===== src/rtl/button_event_gen_if.sv =====
// button_event_gen_if
//   Bundles the switch-level input and the per-channel event outputs of
//   button_event_gen.
//   Two of the event names had to change: `release` and `repeat` are
//   SystemVerilog keywords, so those outputs are called `rls` and `rpt`.
//
//   in         : debounced switch levels, 1 = pressed (driven by master)
//   press      : 1-cycle pulse on press
//   rls        : 1-cycle pulse on release
//   click      : 1-cycle pulse on a release that comes before long_press
//   long_press : 1-cycle pulse when a hold reaches LONG_TICKS
//   rpt        : 1-cycle pulse every REPEAT_TICKS while held past long_press
//   held       : level, 1 while the channel is in HELD
interface button_event_gen_if #(parameter int WIDTH = 2);
  logic [WIDTH-1:0] in;
  logic [WIDTH-1:0] press;
  logic [WIDTH-1:0] rls;
  logic [WIDTH-1:0] click;
  logic [WIDTH-1:0] long_press;
  logic [WIDTH-1:0] rpt;
  logic [WIDTH-1:0] held;

  modport master (output in, input press, rls, click, long_press, rpt, held);
  modport slave  (input in, output press, rls, click, long_press, rpt, held);
endinterface


===== src/rtl/button_event_gen.sv =====
// button_event_gen
//   Turns debounced switch levels into 1-cycle event pulses. Every channel
//   is independent: it resynchronises its level into clk and then runs its
//   own IDLE/PRESSED/HELD state machine. All event outputs are registered.
//
//   clk     : system clock
//   reset_n : asynchronous active-low reset
//   bus     : button_event_gen_if.slave (in -> press/rls/click/long_press/rpt/held)

// One channel: synchroniser, edge detect, state machine, hold counter.
module button_event_lane #(
  parameter int LONG_TICKS   = 500000,
  parameter int REPEAT_TICKS = 100000,
  parameter int CW           = 19
) (
  input  logic clk,
  input  logic reset_n,
  input  logic in,
  output logic press,
  output logic rls,
  output logic click,
  output logic long_press,
  output logic rpt,
  output logic held
);
  typedef enum logic [1:0] {IDLE, PRESSED, HELD} state_t;

  // The counter holds cycles elapsed since the last press, long_press or
  // rpt pulse. A threshold is therefore reached one cycle before its pulse
  // appears, which is why the terminal counts are one less than the tick counts.
  localparam logic [CW-1:0] LONG_LAST = CW'(LONG_TICKS - 1);
  localparam logic [CW-1:0] RPT_LAST  = (REPEAT_TICKS > 0) ? CW'(REPEAT_TICKS - 1) : '0;

  state_t        state_q, state_d;
  logic          s1, s2, prev;
  logic [CW-1:0] cnt_q, cnt_d;
  logic          press_d, rls_d, click_d, long_d, rpt_d, held_d;
  logic          rise, fall;

  assign rise = s2 & ~prev;
  assign fall = ~s2 & prev;

  always_ff @(posedge clk or negedge reset_n) begin
    if (!reset_n) begin
      s1 <= 1'b0; s2 <= 1'b0; prev <= 1'b0;
      state_q <= IDLE; cnt_q <= '0;
      press <= 1'b0; rls <= 1'b0; click <= 1'b0;
      long_press <= 1'b0; rpt <= 1'b0; held <= 1'b0;
    end else begin
      s1 <= in; s2 <= s1; prev <= s2;
      state_q <= state_d; cnt_q <= cnt_d;
      press <= press_d; rls <= rls_d; click <= click_d;
      long_press <= long_d; rpt <= rpt_d; held <= held_d;
    end
  end

  always_comb begin
    state_d = state_q;
    cnt_d   = cnt_q;
    press_d = 1'b0; rls_d = 1'b0; click_d = 1'b0;
    long_d  = 1'b0; rpt_d = 1'b0;
    case (state_q)
      IDLE: if (rise) begin
        press_d = 1'b1;
        cnt_d   = '0;
        state_d = PRESSED;
      end
      // A fall is tested first so that it wins over a long_press or rpt
      // that would fire in the same cycle.
      PRESSED: if (fall) begin
        rls_d   = 1'b1;
        click_d = 1'b1;
        state_d = IDLE;
      end else if (cnt_q == LONG_LAST) begin
        long_d  = 1'b1;
        cnt_d   = '0;
        state_d = HELD;
      end else begin
        cnt_d = cnt_q + 1'b1;
      end
      HELD: if (fall) begin
        rls_d   = 1'b1;
        state_d = IDLE;
      end else if (REPEAT_TICKS > 0) begin
        if (cnt_q == RPT_LAST) begin
          rpt_d = 1'b1;
          cnt_d = '0;
        end else begin
          cnt_d = cnt_q + 1'b1;
        end
      end
      default: state_d = IDLE;
    endcase
    // held follows the state being entered, so it drops on the rls cycle.
    held_d = (state_d == HELD);
  end
endmodule

module button_event_gen #(
  parameter int WIDTH        = 2,
  parameter int LONG_TICKS   = 500000,
  parameter int REPEAT_TICKS = 100000
) (
  input logic               clk,
  input logic               reset_n,
  button_event_gen_if.slave bus
);
  localparam int MAXT = (LONG_TICKS > REPEAT_TICKS) ? LONG_TICKS : REPEAT_TICKS;
  localparam int CW   = $clog2(MAXT + 1);

  logic [WIDTH-1:0] press_v, rls_v, click_v, long_v, rpt_v, held_v;

  for (genvar i = 0; i < WIDTH; i++) begin : g_lane
    button_event_lane #(
      .LONG_TICKS(LONG_TICKS), .REPEAT_TICKS(REPEAT_TICKS), .CW(CW)
    ) u_lane (
      .clk(clk), .reset_n(reset_n), .in(bus.in[i]),
      .press(press_v[i]), .rls(rls_v[i]), .click(click_v[i]),
      .long_press(long_v[i]), .rpt(rpt_v[i]), .held(held_v[i])
    );
  end

  assign bus.press      = press_v;
  assign bus.rls        = rls_v;
  assign bus.click      = click_v;
  assign bus.long_press = long_v;
  assign bus.rpt        = rpt_v;
  assign bus.held       = held_v;
endmodule


===== src/flat_wrapper.sv =====
// flat-port wrapper written by rule: the top's interface ports become plain ports
module button_event_gen_flat 
#(
  parameter int WIDTH        = 2,
  parameter int LONG_TICKS   = 500000,
  parameter int REPEAT_TICKS = 100000
)
  (clk, reset_n, bus_in, bus_press, bus_rls, bus_click, bus_long_press, bus_rpt, bus_held);
  button_event_gen_if #(.WIDTH(WIDTH)) bus_i ();
  input logic clk;
  input logic reset_n;
  input wire logic [$bits(bus_i.in)-1:0] bus_in;
  output wire logic [$bits(bus_i.press)-1:0] bus_press;
  output wire logic [$bits(bus_i.rls)-1:0] bus_rls;
  output wire logic [$bits(bus_i.click)-1:0] bus_click;
  output wire logic [$bits(bus_i.long_press)-1:0] bus_long_press;
  output wire logic [$bits(bus_i.rpt)-1:0] bus_rpt;
  output wire logic [$bits(bus_i.held)-1:0] bus_held;
  assign bus_i.in = bus_in;
  assign bus_press = bus_i.press;
  assign bus_rls = bus_i.rls;
  assign bus_click = bus_i.click;
  assign bus_long_press = bus_i.long_press;
  assign bus_rpt = bus_i.rpt;
  assign bus_held = bus_i.held;
  button_event_gen #(.WIDTH(WIDTH), .LONG_TICKS(LONG_TICKS), .REPEAT_TICKS(REPEAT_TICKS)) u_core (.clk(clk), .reset_n(reset_n), .bus(bus_i));
endmodule

===== config.mk =====
export PLATFORM = sky130hd
export DESIGN_NAME = button_event_gen_flat
export DESIGN_NICKNAME = d
export VERILOG_FILES = /design/src/rtl/button_event_gen_if.sv /design/src/rtl/button_event_gen.sv /design/src/flat_wrapper.sv
export SDC_FILE = /design/constraint.sdc
export NUM_CORES = 1
export LEC_CHECK = 0
export ABC_AREA = 1
export BUFFER_PORTS_ARGS = -buffer_cell sky130_fd_sc_hd__buf_4
export CAP_MARGIN = 30
export CORE_MARGIN = 2
export CORE_UTILIZATION = 35
export DETAILED_ROUTE_END_ITERATION = 8
export HOLD_SLACK_MARGIN = 0.06
export PLACE_DENSITY_LB_ADDON = 0.12
export SETUP_SLACK_MARGIN = 0.1
export SLEW_MARGIN = 40
export SYNTH_ARGS = -nofsm -noshare
export SYNTH_HDL_FRONTEND = slang
export SYNTH_SLANG_ARGS = --single-unit

===== constraint.sdc =====
create_clock -name clk -period 2.85 [get_ports clk]
set_input_delay 0 -clock clk [delete_from_list [all_inputs] [get_ports clk]]
set_output_delay 0 -clock clk [all_outputs]
set_load 0.02 [all_outputs]

Yosys cells after proc, flatten, opt, wreduce, memory -nomap -nowiden
Cells that the tools add are included.
- bitwise operators: 8
- mux-type cells: 44
- $add $sub $neg: 2
- reductions and logical operators: 8
- eq/ne operators: 16
- operators with widths (operator ; number):
    $mux 19 ; 10
    $pmux 19 s3 ; 2
    $add 19x1->19 const B ; 2
    $eq 19x17->1 const B ; 2
    $eq 19x19->1 const B ; 2
    $mux 1 ; 22
    $mux 2 ; 8
    $ne 2x2->1 const B ; 6
    $pmux 2 s3 ; 2
    $eq 2x2->1 const B ; 4
    $reduce_and 4->1 ; 2
    $reduce_bool 3->1 ; 2
    $and 1x1->1 ; 4
    $eq 2x1->1 const B ; 2
    $logic_not 2->1 ; 2
    $not 1->1 ; 4
    $reduce_or 2->1 ; 2
- logic and storage cells: 100
- input port bits: 4
- output and inout bits: 12
- register bits after elaboration: 60

Depth between registers and ports, before layout
- depth in word-level cells: 5
- mapped depth: 11
- depth with buffers taken out: 10

Hierarchy
From an unflattened synthesis, not the netlist that was laid out.
- cells, all modules: 562
- area, all modules: 3926.3 µm²
- by module, submodules not included (module ; sequential area each (µm²) ; instances ; area an instance (µm²) ; cells an instance):
    button_event_lane ; 750.7 ; 2 ; 1963.1 ; 281

Worst setup path after synthesis
No wires, ideal clock.
- path kind: reg2reg
- from: register u_core.g_lane[1].u_lane.state_q[1]
- to: register u_core.g_lane[1].u_lane.cnt_q[10]
- setup time: 0.127 ns
- path buffers: 3
- path slack: 1.199 ns
- clock period less this slack: 1.651 ns
- cell stages (with the launch flop): 10
- arrival: 1.524 ns
- data required time: 2.723 ns
- cells stage by stage: dfrtp_1 inv_1 ha_1 buf_6 nor2_1 nor2_1 nor2_2 buf_4 buf_2 a21oi_2
- longest elaborated chain between the ends: 3
- elaborated cells between the ends (all ways): 9
- those cells by class: 5 x eq/ne; 1 x mux; 3 x reduce/logical
- RTL lines (item ; RTL line ; text):
    start, declared ; button_event_gen.sv:34 ; state_t state_q, state_d;
    start signal, assigned ; button_event_gen.sv:51 ; state_q <= state_d; cnt_q <= cnt_d;
    $eq 2x1->1, or another cell as far along ; button_event_gen.sv:62 ; case (state_q)
    $ne 2x2->1 (no line) / $reduce_bool 3->1 (equally long branches) ; - ;
    $reduce_and 4->1 (no line) ; - ;
    end signal, assigned ; button_event_gen.sv:51 ;
    end, declared ; button_event_gen.sv:36 ; logic [CW-1:0] cnt_q, cnt_d;
Parallel ways exist; a longest one is shown, timed or not.
A chain may end at the register's enable or synchronous reset.

Final worst setup path
- from: register u_core.g_lane[0].u_lane.state_q[0]
- to: register u_core.g_lane[0].u_lane.cnt_q[14]
- longest elaborated chain between the ends: 3
- elaborated cells between the ends (all ways): 9
- those cells by class: 5 x eq/ne; 1 x mux; 3 x reduce/logical
- RTL lines (item ; RTL line):
    start, declared ; button_event_gen.sv:34
    start signal, assigned ; button_event_gen.sv:51
    $eq 2x1->1, or another cell as far along ; button_event_gen.sv:62
    $ne 2x2->1 (no line) / $reduce_bool 3->1 (equally long branches) ; -
    $reduce_and 4->1 (no line) ; -
    end signal, assigned ; button_event_gen.sv:51
    end, declared ; button_event_gen.sv:36
Parallel ways exist; a longest one is shown, timed or not.

==> summary.txt <==
Drt
  • First-pass iteration count of the detailed router: 4
  • DR WL/cell: 12.8 um
  • Total via count in the routed design: 2984
  • Routed metal-1 wirelength: 4.25 mm
  • Uppermost routed layer: met4
  • WL met3: 363 um
  • Count of nets left with antenna violations after detail routing: 0
  • Remaining design rule violation count: 0
  • First DRT Iteration DRCs: 138
  • Overall routed net length: 8.18 mm
  • Amount of wire on met2 after detailed routing: 3.39 mm
  • Post-DR vias/cell: 4.68

Floorplan
  • Num rows: 37
  • Die outline width: 107 um
  • Effective utilization at floorplan: 0.361
  • Floorplan die area: 11500 sq um
  • Area of the core region: 10400 sq um
  • I/O pins: 16
  • Die outline height: 107 um

Synth
  • Number of flip-flops and latches in the synthesized netlist: 60
  • Cell Area, Synth: 3740 sq um
  • Proportion of synthesized chip area in sequential cells: 0.401
  • Yosys warning total: 0
  • Post-synth ARST share: 1.00
  • Synthesized area per cell: 7.67 sq um
  • Nets in the synthesized netlist: 504
  • Post-Synthesis Cells: 488
  • Main synth FF type: dfrtp_1
  • Number of enable flip-flop cells after synthesis: 0
  • Count of cell types in the netlist: 30

Critical path
  • Nature of the critical path startpoint: flop
  • Endpoint required time on the critical path: 3.12 ns
  • Critical Path Slowest Stage Cell: nand3_2
  • Crit path depth: 7
  • Top fanout value on the critical path: 22
  • Worst Reg2Reg Path Length in Cells: 7
  • Biggest cell delay along the critical path: 0.42 ns
  • Startpoint of the lowest-slack register-to-register path: u_core.g_lane[0].u_lane.state_q[0]$_DFF_PN0_
  • Cell family with most CP delay: simple AND/OR/NAND/NOR gates
  • Buffers plus inverters on the worst setup path: 1
  • Ordered list of cells on the worst path: inv_1 -> ha_1 -> o21ai_2 -> nand3_2 -> nor2_2 -> nand3_1 -> o21ai_0
  • Origin of the worst setup path: u_core.g_lane[0].u_lane.state_q[0]$_DFF_PN0_
  • Endpoint kind of the worst setup timing path: flop
  • Kind of critical path: reg -> reg
  • Arrival time at the worst endpoint: 2.50 ns

STA
  • Worst-margin pin slew: 0.558 ns
  • Min Hold Slack: 0.178 ns
  • Final critical path time including I/O delays and setup: 2.23 ns
  • Final setup violation count: 0
  • Post-Route Skew: 0.0168 ns
  • Total Negative Setup Slacks: 0 ns
  • Share of the cycle needed by the critical path after routing: 0.783
  • Number of pins with negative max-slew slack in the final report: 0
  • Worst-case setup margin in the final layout: 0.617 ns
  • Unrepaired setup endpoints after global routing: no
  • Final number of hold-violating endpoints: 0
  • Highest achievable clock rate: 448 MHz
  • Relative slew slack: 0.628

GRT
  • Global router's overall resource usage: 0.165
  • Wire length of the first global-routing pass: 14.7 mm
  • Via count of the first global-routing pass: 3042
  • Total gr overflow: 0
  • Number of antenna violations at the first check in global routing: 0
  • Maximum number of pins on one net before global-route repair: 61

CTS
  • Post-CTS Setup Inserts: 0
  • Clock-pin slew reported for the worst setup and hold paths after clock tree synthesis: 0.07 ns
  • CTS tree: yes
  • Sink count of the clock tree: 60
  • Buffer levels on the longest clock path: 2
  • CTS H-tree depth: 3
  • Clk Latency, worst-skew pair: 0.36 ns
  • Cts bufs inserted: 9
  • Root buf cell: clkbuf_8

Placed design
  • DP Worst Slack: 0.558 ns
  • Number of I/O port buffers: 15
  • Global placer's final weighted congestion: 0.829
  • Count of placed standard cells including taps: 619
  • DP HPWL: 5.81 mm

Worst hold path
  • Class of the worst hold path: in -> async

Layout
  • Share of cells above drive strength 1: 0.159
  • Antenna cells: 0
  • Final net count: 513
  • Area growth from synthesis to layout: 10.6%
  • Final instance count without filler cells: 638

Power
  • Power per cell area: 598 nW/um^2
  • Final total power: 2.47 mW
  • Leakage power: 1.84 nW
  • Worst vdd rail ir drop: 0.000292 V

Job
  • Maximum capacitance violations: 0

Status
  • Result of the run: complete, no violations
sequential cells by signal, summed over array words and instances (netlist names):
name                             cells
u_core.g_lane.u_lane.cnt_q          38
u_core.g_lane.u_lane.state_q         4
u_core.g_lane.u_lane.click           2
u_core.g_lane.u_lane.held            2
u_core.g_lane.u_lane.long_press      2
u_core.g_lane.u_lane.press           2
u_core.g_lane.u_lane.prev            2
u_core.g_lane.u_lane.rls             2
u_core.g_lane.u_lane.rpt             2
u_core.g_lane.u_lane.s1              2
u_core.g_lane.u_lane.s2              2
worst paths after layout:
check	endpoint	slack [ns]
worst max-delay path	u_core.g_lane[0].u_lane.cnt_q[14]$_DFFE_PN0P_	0.62
worst min-delay path	u_core.g_lane[0].u_lane.cnt_q[16]$_DFFE_PN0P_	0.18
worst max register to register	u_core.g_lane[0].u_lane.cnt_q[14]$_DFFE_PN0P_	0.62
worst min register to register	u_core.g_lane[0].u_lane.s2$_DFF_PN0_	0.35
max in group asynchronous	u_core.g_lane[0].u_lane.cnt_q[4]$_DFFE_PN0P_	2.27
min in group clk	u_core.g_lane[1].u_lane.s1$_DFF_PN0_	0.29
metrics by stage:
step,utilization,instance area (sq um)
floorplan,-,3740
global placement,0.373,3870
detailed placement,0.373,3870
CTS,0.399,4130
global route,0.399,4140
finish,0.399,4140
what timing repair did:
item,4_1_cts,5_1_grt
gates resized for setup,0,0
endpoints found under the hold margin,62,0
hold buffers,3,0
cells in the mapped netlist, types with 4 or more instances:
library cell / number / area [sq um]
nor2_2: 14 / 87.6
nand4_1: 12 / 75.1
xor2_1: 16 / 140
a21oi_2: 11 / 96.3
ha_1: 12 / 150
nand3_1: 36 / 180
buf_2: 6 / 30.0
o21ai_0: 11 / 55.1
a21oi_1: 15 / 75.1
buf_4: 13 / 97.6
nand2_1: 117 / 439
nand3_2: 4 / 40.0
nand2_2: 9 / 56.3
nor2_1: 66 / 248
o21bai_1: 5 / 37.5
dfrtp_1: 60 / 1500
inv_1: 52 / 195
o21ai_1: 8 / 40.0
cell usage in the layout (no fill, tap or decap), types with 11 or more instances in the layout:
cell type    n
nand2_1    117
nor2_1      66
dfrtp_1     60
inv_1       52
nand3_1     36
xor2_1      16
buf_4       16
a21oi_1     15
nor2_2      14
nand4_1     12
ha_1        12
o21ai_0     11
a21oi_2     11
clkbuf_8    11
area by class of cell:
cell class                 instances  area (sq um)
fill                            1096          6230
multi-input combinational        352          1870
inverter                          54           203
sequential                        60          1500
clock buffer                      11           151
tap                              136           170
clock inverter                     5          83.8
timing repair buffer              20           161
layer usage:
layer  global-route usage  vias to the layer above
met1                0.232                     1366
met2                0.240                       54
li1                     -                     1552
met4               0.0769                        0
met3               0.0345                       12
met5                    0                        -
report_power, final:
part           internal [mW]  switching (mW)
Combinational          0.162           0.461
Sequential             0.896          0.0364
Clock                  0.541           0.378
Total                   1.60           0.875
logic make-up after synthesis:
| logic type | Yosys count | share of synthesized area |
|---|---|---|
| adder cells (fa/ha/maj) | 12 | 0.0401 |
| AO/OA/AOI/OAI | 55 | 0.0920 |
| flip-flops | 60 | 0.401 |
| buffers and inverters | 76 | 0.0997 |
| XOR/XNOR | 18 | 0.0421 |
| AND/OR/NAND/NOR | 267 | 0.325 |
No activity file was read; power rests on OpenSTA's default activity.
